`config.mk`:
```
export PLATFORM = sky130hd
export DESIGN_NAME = matmul_stream_arbiter
export DESIGN_NICKNAME = d
export VERILOG_FILES = /design/src/rtl/matmul_arb_pkg.sv /design/src/rtl/axis_skid_slice.sv /design/src/rtl/matmul_stream_arbiter.sv
export SDC_FILE = /design/constraint.sdc
export NUM_CORES = 1
export LEC_CHECK = 0
export ABC_AREA = 1
export CAP_MARGIN = 15
export CORE_ASPECT_RATIO = 1.5
export CORE_UTILIZATION = 58
export CTS_BUF_LIST = sky130_fd_sc_hd__clkbuf_2
export DETAILED_ROUTE_END_ITERATION = 7
export GPL_ROUTABILITY_DRIVEN = 0
export GPL_TIMING_DRIVEN = 0
export HOLD_SLACK_MARGIN = 0.03
export PLACE_DENSITY = 0.94
export SETUP_SLACK_MARGIN = 0.05
export SLEW_MARGIN = 30
export SYNTH_ARGS = -nofsm -noshare
export SYNTH_HDL_FRONTEND = slang
export SYNTH_SLANG_ARGS = --single-unit
```
`constraint.sdc`:
```
create_clock -name clk -period 7.38 [get_ports clk]
set_clock_uncertainty 0.15 [all_clocks]
set_input_delay 1.476 -clock clk [delete_from_list [all_inputs] [get_ports clk]]
set_output_delay 1.476 -clock clk [all_outputs]
set_load 0.02 [all_outputs]
```
`src/rtl/matmul_arb_pkg.sv`:
```
// Shared definitions for the matmul input-stream arbiter.
//   state_t  : arbiter FSM encoding
//   beat_t   : {TDATA, TLAST} payload carried through the output slice
//   HDR_*    : packet header tag/field and the two standard header words
//   is_hdr() : true when a word carries the header tag
package matmul_arb_pkg;

    typedef enum logic [1:0] {
        WARMUP = 2'd0,
        IDLE   = 2'd1,
        XFER   = 2'd2
    } state_t;

    localparam logic [7:0]  HDR_TAG = 8'hFF;
    localparam int          HDR_MSB = 31;
    localparam int          HDR_LSB = 24;
    localparam logic [31:0] HDR_A   = 32'hFF000240;
    localparam logic [31:0] HDR_B   = 32'hFF000120;

    typedef struct packed {
        logic [31:0] tdata;
        logic        tlast;
    } beat_t;

    localparam int BEAT_W = $bits(beat_t);

    function automatic logic is_hdr(input logic [31:0] d);
        return d[HDR_MSB:HDR_LSB] == HDR_TAG;
    endfunction

endpackage

```
`src/rtl/axis_skid_slice.sv`:
```
// Two-entry registered AXI-Stream slice (generic payload width).
//   clk, reset        : clock, async active-high reset
//   s_data/s_valid    : upstream beat in
//   s_ready           : registered; high while fewer than 2 entries held
//   m_data/m_valid    : downstream beat out, driven straight from storage
//   m_ready           : downstream ready
// Head entry never changes while m_valid & !m_ready, so the output is
// stable during stalls. Full throughput when m_ready stays high.
module axis_skid_slice #(
    parameter int W = 33
) (
    input  logic         clk,
    input  logic         reset,
    input  logic [W-1:0] s_data,
    input  logic         s_valid,
    output logic         s_ready,
    output logic [W-1:0] m_data,
    output logic         m_valid,
    input  logic         m_ready
);

    logic [1:0][W-1:0] mem;
    logic              rd_ptr, wr_ptr;
    logic [1:0]        count, count_nxt;
    logic              push, pop;

    assign push      = s_valid & s_ready;
    assign pop       = m_valid & m_ready;
    assign count_nxt = count + 2'(push) - 2'(pop);
    assign m_valid   = (count != 2'd0);
    assign m_data    = mem[rd_ptr];

    always_ff @(posedge clk or posedge reset) begin
        if (reset) begin
            mem     <= '0;
            rd_ptr  <= 1'b0;
            wr_ptr  <= 1'b0;
            count   <= 2'd0;
            s_ready <= 1'b1;
        end else begin
            if (push) begin
                mem[wr_ptr] <= s_data;
                wr_ptr      <= ~wr_ptr;
            end
            if (pop)
                rd_ptr <= ~rd_ptr;
            count   <= count_nxt;
            s_ready <= (count_nxt < 2'd2);
        end
    end

endmodule

```
`src/rtl/matmul_stream_arbiter.sv`:
```
// Packet-granular round-robin arbiter feeding the matrix multiplier's
// single AXI-Stream input from two sources.
//   clk, reset                 : clock, async active-high reset
//   in0_* / in1_*              : source streams (TDATA/TVALID/TLAST/TREADY)
//   input_r_*_0                : registered stream to the multiplier
//   warmup_done                : sticky, set once the start-up hold-off ends
//   grant_idx                  : source currently or last granted
//   busy                       : high while a packet is being transferred
//   pkt_cnt0/pkt_cnt1          : completed packets per source (wrapping)
//   hdr_err/len_err            : sticky per-source format error flags
module matmul_stream_arbiter
    import matmul_arb_pkg::*;
#(
    parameter logic [19:0] WARMUP_CYCLES = 20'd20000,
    parameter logic [9:0]  MAX_BEATS     = 10'd1023
) (
    input  logic        clk,
    input  logic        reset,
    input  logic [31:0] in0_TDATA,
    input  logic        in0_TVALID,
    input  logic        in0_TLAST,
    output logic        in0_TREADY,
    input  logic [31:0] in1_TDATA,
    input  logic        in1_TVALID,
    input  logic        in1_TLAST,
    output logic        in1_TREADY,
    output logic [31:0] input_r_TDATA_0,
    output logic        input_r_TVALID_0,
    output logic        input_r_TLAST_0,
    input  logic        input_r_TREADY_0,
    output logic        warmup_done,
    output logic        grant_idx,
    output logic        busy,
    output logic [15:0] pkt_cnt0,
    output logic [15:0] pkt_cnt1,
    output logic [1:0]  hdr_err,
    output logic [1:0]  len_err
);

    state_t      state;
    logic        rdy_q;
    logic [19:0] wu_cnt, wu_nxt;
    logic        last_grant;
    logic [10:0] beat_cnt, beat_nxt;   // one bit wider than MAX_BEATS to see overflow

    logic        xfer, pick, accept, s_ready;
    logic [31:0] g_data;
    logic        g_valid, g_last;
    beat_t       s_beat, m_beat;

    assign xfer     = (state == XFER);
    assign g_valid  = grant_idx ? in1_TVALID : in0_TVALID;
    assign g_data   = grant_idx ? in1_TDATA  : in0_TDATA;
    assign g_last   = grant_idx ? in1_TLAST  : in0_TLAST;
    assign accept   = xfer & g_valid & s_ready;

    assign in0_TREADY = xfer & ~grant_idx & s_ready;
    assign in1_TREADY = xfer &  grant_idx & s_ready;

    // Tie goes to the source that did not win last time.
    assign pick     = (in0_TVALID & in1_TVALID) ? ~last_grant : in1_TVALID;
    assign wu_nxt   = (rdy_q && wu_cnt != 20'hFFFFF) ? wu_cnt + 20'd1 : wu_cnt;
    assign beat_nxt = (beat_cnt != 11'h7FF) ? beat_cnt + 11'd1 : beat_cnt;

    always_ff @(posedge clk or posedge reset) begin
        if (reset) begin
            state       <= WARMUP;
            rdy_q       <= 1'b0;
            wu_cnt      <= '0;
            last_grant  <= 1'b1;
            beat_cnt    <= '0;
            warmup_done <= 1'b0;
            grant_idx   <= 1'b0;
            busy        <= 1'b0;
            pkt_cnt0    <= '0;
            pkt_cnt1    <= '0;
            hdr_err     <= '0;
            len_err     <= '0;
        end else begin
            rdy_q <= input_r_TREADY_0;
            case (state)
                WARMUP: begin
                    wu_cnt <= wu_nxt;
                    if (wu_nxt == WARMUP_CYCLES) begin
                        state       <= IDLE;
                        warmup_done <= 1'b1;
                    end
                end
                IDLE: begin
                    if (in0_TVALID | in1_TVALID) begin
                        grant_idx <= pick;
                        beat_cnt  <= '0;
                        busy      <= 1'b1;
                        state     <= XFER;
                    end
                end
                XFER: begin
                    if (accept) begin
                        beat_cnt <= beat_nxt;
                        if (beat_cnt == 11'd0 && !is_hdr(g_data))
                            hdr_err[grant_idx] <= 1'b1;
                        if (beat_nxt > {1'b0, MAX_BEATS})
                            len_err[grant_idx] <= 1'b1;
                        if (g_last) begin
                            if (grant_idx) pkt_cnt1 <= pkt_cnt1 + 16'd1;
                            else           pkt_cnt0 <= pkt_cnt0 + 16'd1;
                            last_grant <= grant_idx;
                            busy       <= 1'b0;
                            state      <= IDLE;
                        end
                    end
                end
                default: state <= WARMUP;
            endcase
        end
    end

    assign s_beat = '{tdata: g_data, tlast: g_last};

    axis_skid_slice #(.W(BEAT_W)) u_slice (
        .clk     (clk),
        .reset   (reset),
        .s_data  (s_beat),
        .s_valid (accept),
        .s_ready (s_ready),
        .m_data  (m_beat),
        .m_valid (input_r_TVALID_0),
        .m_ready (input_r_TREADY_0)
    );

    assign input_r_TDATA_0 = m_beat.tdata;
    assign input_r_TLAST_0 = m_beat.tlast;

endmodule

```
==> run_results.csv <==
group,metric,value,unit
floorplan,die_h,142.2,um
synthesis,synth_area,0.007600,mm2
synthesis,ys_types,42,
critical_path,crit_type,"reg2out",
critical_path,r2r_slack,4.66,ns
cells_and_area,nNetsFinal,1220,
clock_tree,ctsHoldBuffers,0,
clock_tree,cts_setup_buffers,0,
synthesis,syn_nets,1055,
synthesis,postSynth.asyncResetShare,100.0,%
critical_path,endpoint,"in1_TREADY",
critical_path,arrival,3.58,ns
global_routing,grt_max_degree,97,
timing,setup_viol,0,
cells_and_area,area_growth,25.54,%
timing,finalMaxSlewViolations,0,
synthesis,avgSynthCellArea,7.803,um2
clock_tree,cts.reportedPaths.clkPinSlew,0.21,ns
placement,dpl.hpwl,14.92,mm
synthesis,synth_warnings,0,
timing,final.setup.tns,0,ns
placement,dp_cells,1276,
min_path,hold_class,"reg2reg",
pwr,peakVddDrop,0.0001091,V
synthesis,synth_top_area_cell,"dfrtp_1",
timing,relSlewSlack,60.86,%
clock_tree,cts_root_buffer,"clkbuf_2",
cells_and_area,n_fill_cell,919,
critical_path,worstPathRequired,5.75,ns
placement,dp_slack,3.004,ns
clock_tree,clk_latency,0.76,ns
routing,routed_wl,20.68,mm
floorplan,start_util,60.14,%
clock_tree,cts_made_buffers,17,
timing,period_needed,5.205,ns
clock_tree,cts_resized,0,
run_status,status,"complete, no violations",
global_routing,antenna_found_initial,1,
timing,worst_slew_pin_slew,0.5871,ns
critical_path,reg2reg_to,"u_slice.mem[12]",
routing,post_drt_wl_per_cell,15.80,um
critical_path,crit_fanout,10,
critical_path,r2r-start,"state[0]",
synthesis,synth_top_area_share,47.09,%
synthesis,ys_dominant_reg_cell,"dfrtp_1",
critical_path,setup.worst_path.start,"grant_idx",
run,max_cap_violations,0,
synthesis,ys_seq_area_share,47.78,%
floorplan,die-area,0.01357,mm2
timing,fin_ws,2.175,ns
routing,dr.pass1.iters,6,
timing,fmax,192.1,MHz
floorplan,core_area,0.01264,mm2
synthesis,synth.ff_latch_count,145,
floorplan,row_count,50,
routing,final_antenna_net_count,0,
pwr,leakagePower,0.004363,uW
routing,vias,7374,
global_routing,grt_pass1_wl,33.69,mm
clock_tree,cts_tree,"yes",
routing,drc,0,
global_routing,grt_usage,32.18,%
floorplan,die_w,95.47,um
critical_path,r2r_cells,7,
clock_tree,clock-sinks,145,
routing,viasPerCell,5.633,
floorplan,io_pins,146,
placement,portBuffers,145,
synthesis,synth_most_common_cell,"nand2_1",
cells_and_area,layout-drive-gt1-share,6.771,%
synthesis,ys_top_cells_by_area,"dfrtp_1 (47%), nand2_1 (13%), nor2_1 (6.5%)",
critical_path,start_kind,"register",
global_routing,grt_pass1_vias,7314,
cells_and_area,fin_cells,1309,
timing,rsz0062_at_grt,"no",
clock_tree,clk_path_buf_depth,2,
timing,hold_viol,0,
global_routing,grt-ovfl-total,0,
critical_path,endpoint_kind,"primary output",
synthesis,synthCells,974,
synthesis,synth_edf_count,0,
clock_tree,cts_max_level,4,
timing,finalCritPeriodShare,70.52,%
routing,drtIter0Drc,731,
synthesis,synth_commonest_cells,"nand2_1 (262), dfrtp_1 (143), nor2_1 (131), inv_1 (105), o21ai_0 (69)",
pwr,power.density,181.3,mW/mm2
==> cells in the final DEF, fill, tap and decap left out, types with 7 or more instances in the layout <==
| master | netlist | routed |
|---|---|---|
| dfrtp_1 | 143 | 143 |
| a31oi_1 | 61 | 61 |
| nand3_1 | 29 | 29 |
| clkbuf_2 | 0 | 19 |
| xor2_1 | 23 | 23 |
| buf_1 | 10 | 10 |
| o21ai_0 | 69 | 69 |
| xnor2_1 | 14 | 14 |
| inv_1 | 105 | 104 |
| nand2_2 | 17 | 17 |
| nor3_1 | 7 | 7 |
| clkbuf_1 | 21 | 21 |
| nor2_1 | 131 | 131 |
| nand4_1 | 18 | 18 |
| ha_1 | 10 | 10 |
| clkdlybuf4s50_1 | 0 | 145 |
| nand2_1 | 262 | 262 |
==> sequential cells by signal, indices dropped and copies added, names as in the netlist <==
| signal | flops |
|---|---|
| wu_cnt | 20 |
| hdr_err | 2 |
| last_grant | 1 |
| u_slice.s_ready | 1 |
| busy | 1 |
| grant_idx | 1 |
| beat_cnt | 11 |
| len_err | 2 |
| u_slice.mem | 66 |
| pkt_cnt0 | 16 |
| warmup_done | 1 |
| u_slice.rd_ptr | 1 |
| u_slice.count | 2 |
| state | 2 |
| u_slice.wr_ptr | 1 |
| pkt_cnt1 | 16 |
| rdy_q | 1 |
==> layout make-up <==
cell class	count	area [um2]	share of cell area (%)
buffer	36	160.2	1.679
antenna	1	2.502	0.02623
timing repair buffer	146	1479	15.50
tap	156	195.2	2.046
multi-input combinational	685	3403	35.67
clock buffer	19	95.09	0.9967
clock inverter	13	161.4	1.692
inverter	108	412.9	4.328
sequential	145	3631	38.06
==> metrics by stage <==
stage                     hold WS (ns)  util, %  power [uW]  instance area, um2
after floorplan                 0.2940        -        1073                7600
after global placement          0.3000    73.17        1224                9246
after detailed placement        0.3117    73.45        1235                9281
after CTS                       0.3395    75.48        1727                9538
after global routing            0.3657    75.50        1801                9540
final                           0.3353    75.50        1729                9540
==> layer usage <==
metal  track usage, %  vias to the layer above  wire [um]
met5                0                        -          0
met4            16.89                        0        925
met3            7.959                       80       1562
met2            54.70                      357      10560
met1            36.82                     3460       7633
li1                 -                     3477          -
==> where the power goes <==
group          leakage (uW)  internal (uW)  total, uW  switching (uW)
Combinational       0.00236            146        378             232
Sequential          0.00186            825        850            25.1
Clock              0.000149            193        501             309
==> how the worst min path moves through the flow <==
stage	from	endpoint	slack, ns	depth (start not counted)
global placement	last_grant	last_grant	0.30	2
floorplan	last_grant	last_grant	0.29	2
global route	pkt_cnt0[15]	pkt_cnt0[15]	0.37	1
finish	last_grant	last_grant	0.34	2
detailed placement	warmup_done	warmup_done	0.31	1
CTS	last_grant	last_grant	0.34	2
==> kinds of logic after synthesis <==
| group | Yosys count | share of synthesized area, % |
|---|---|---|
| adders and majority gates | 10 | 1.646 |
| and+or+nand+nor | 484 | 27.15 |
| DFF | 145 | 47.78 |
| xor gates and xnor gates | 37 | 4.264 |
| AOI/OAI and AO/OA | 154 | 11.72 |
| buffers and inverters | 144 | 7.442 |
==> worst max-delay path, cell delays in order (launching register included) <==
cell and delay, ns:
dfrtp_1 0.51, buf_2 0.31, clkinv_1 0.28, clkbuf_1 0.35, clkbuf_1 0.36, nor3_1 0.34, clkdlybuf4s50_1 0.67
Note: power is estimated with default switching activity, not from simulation.
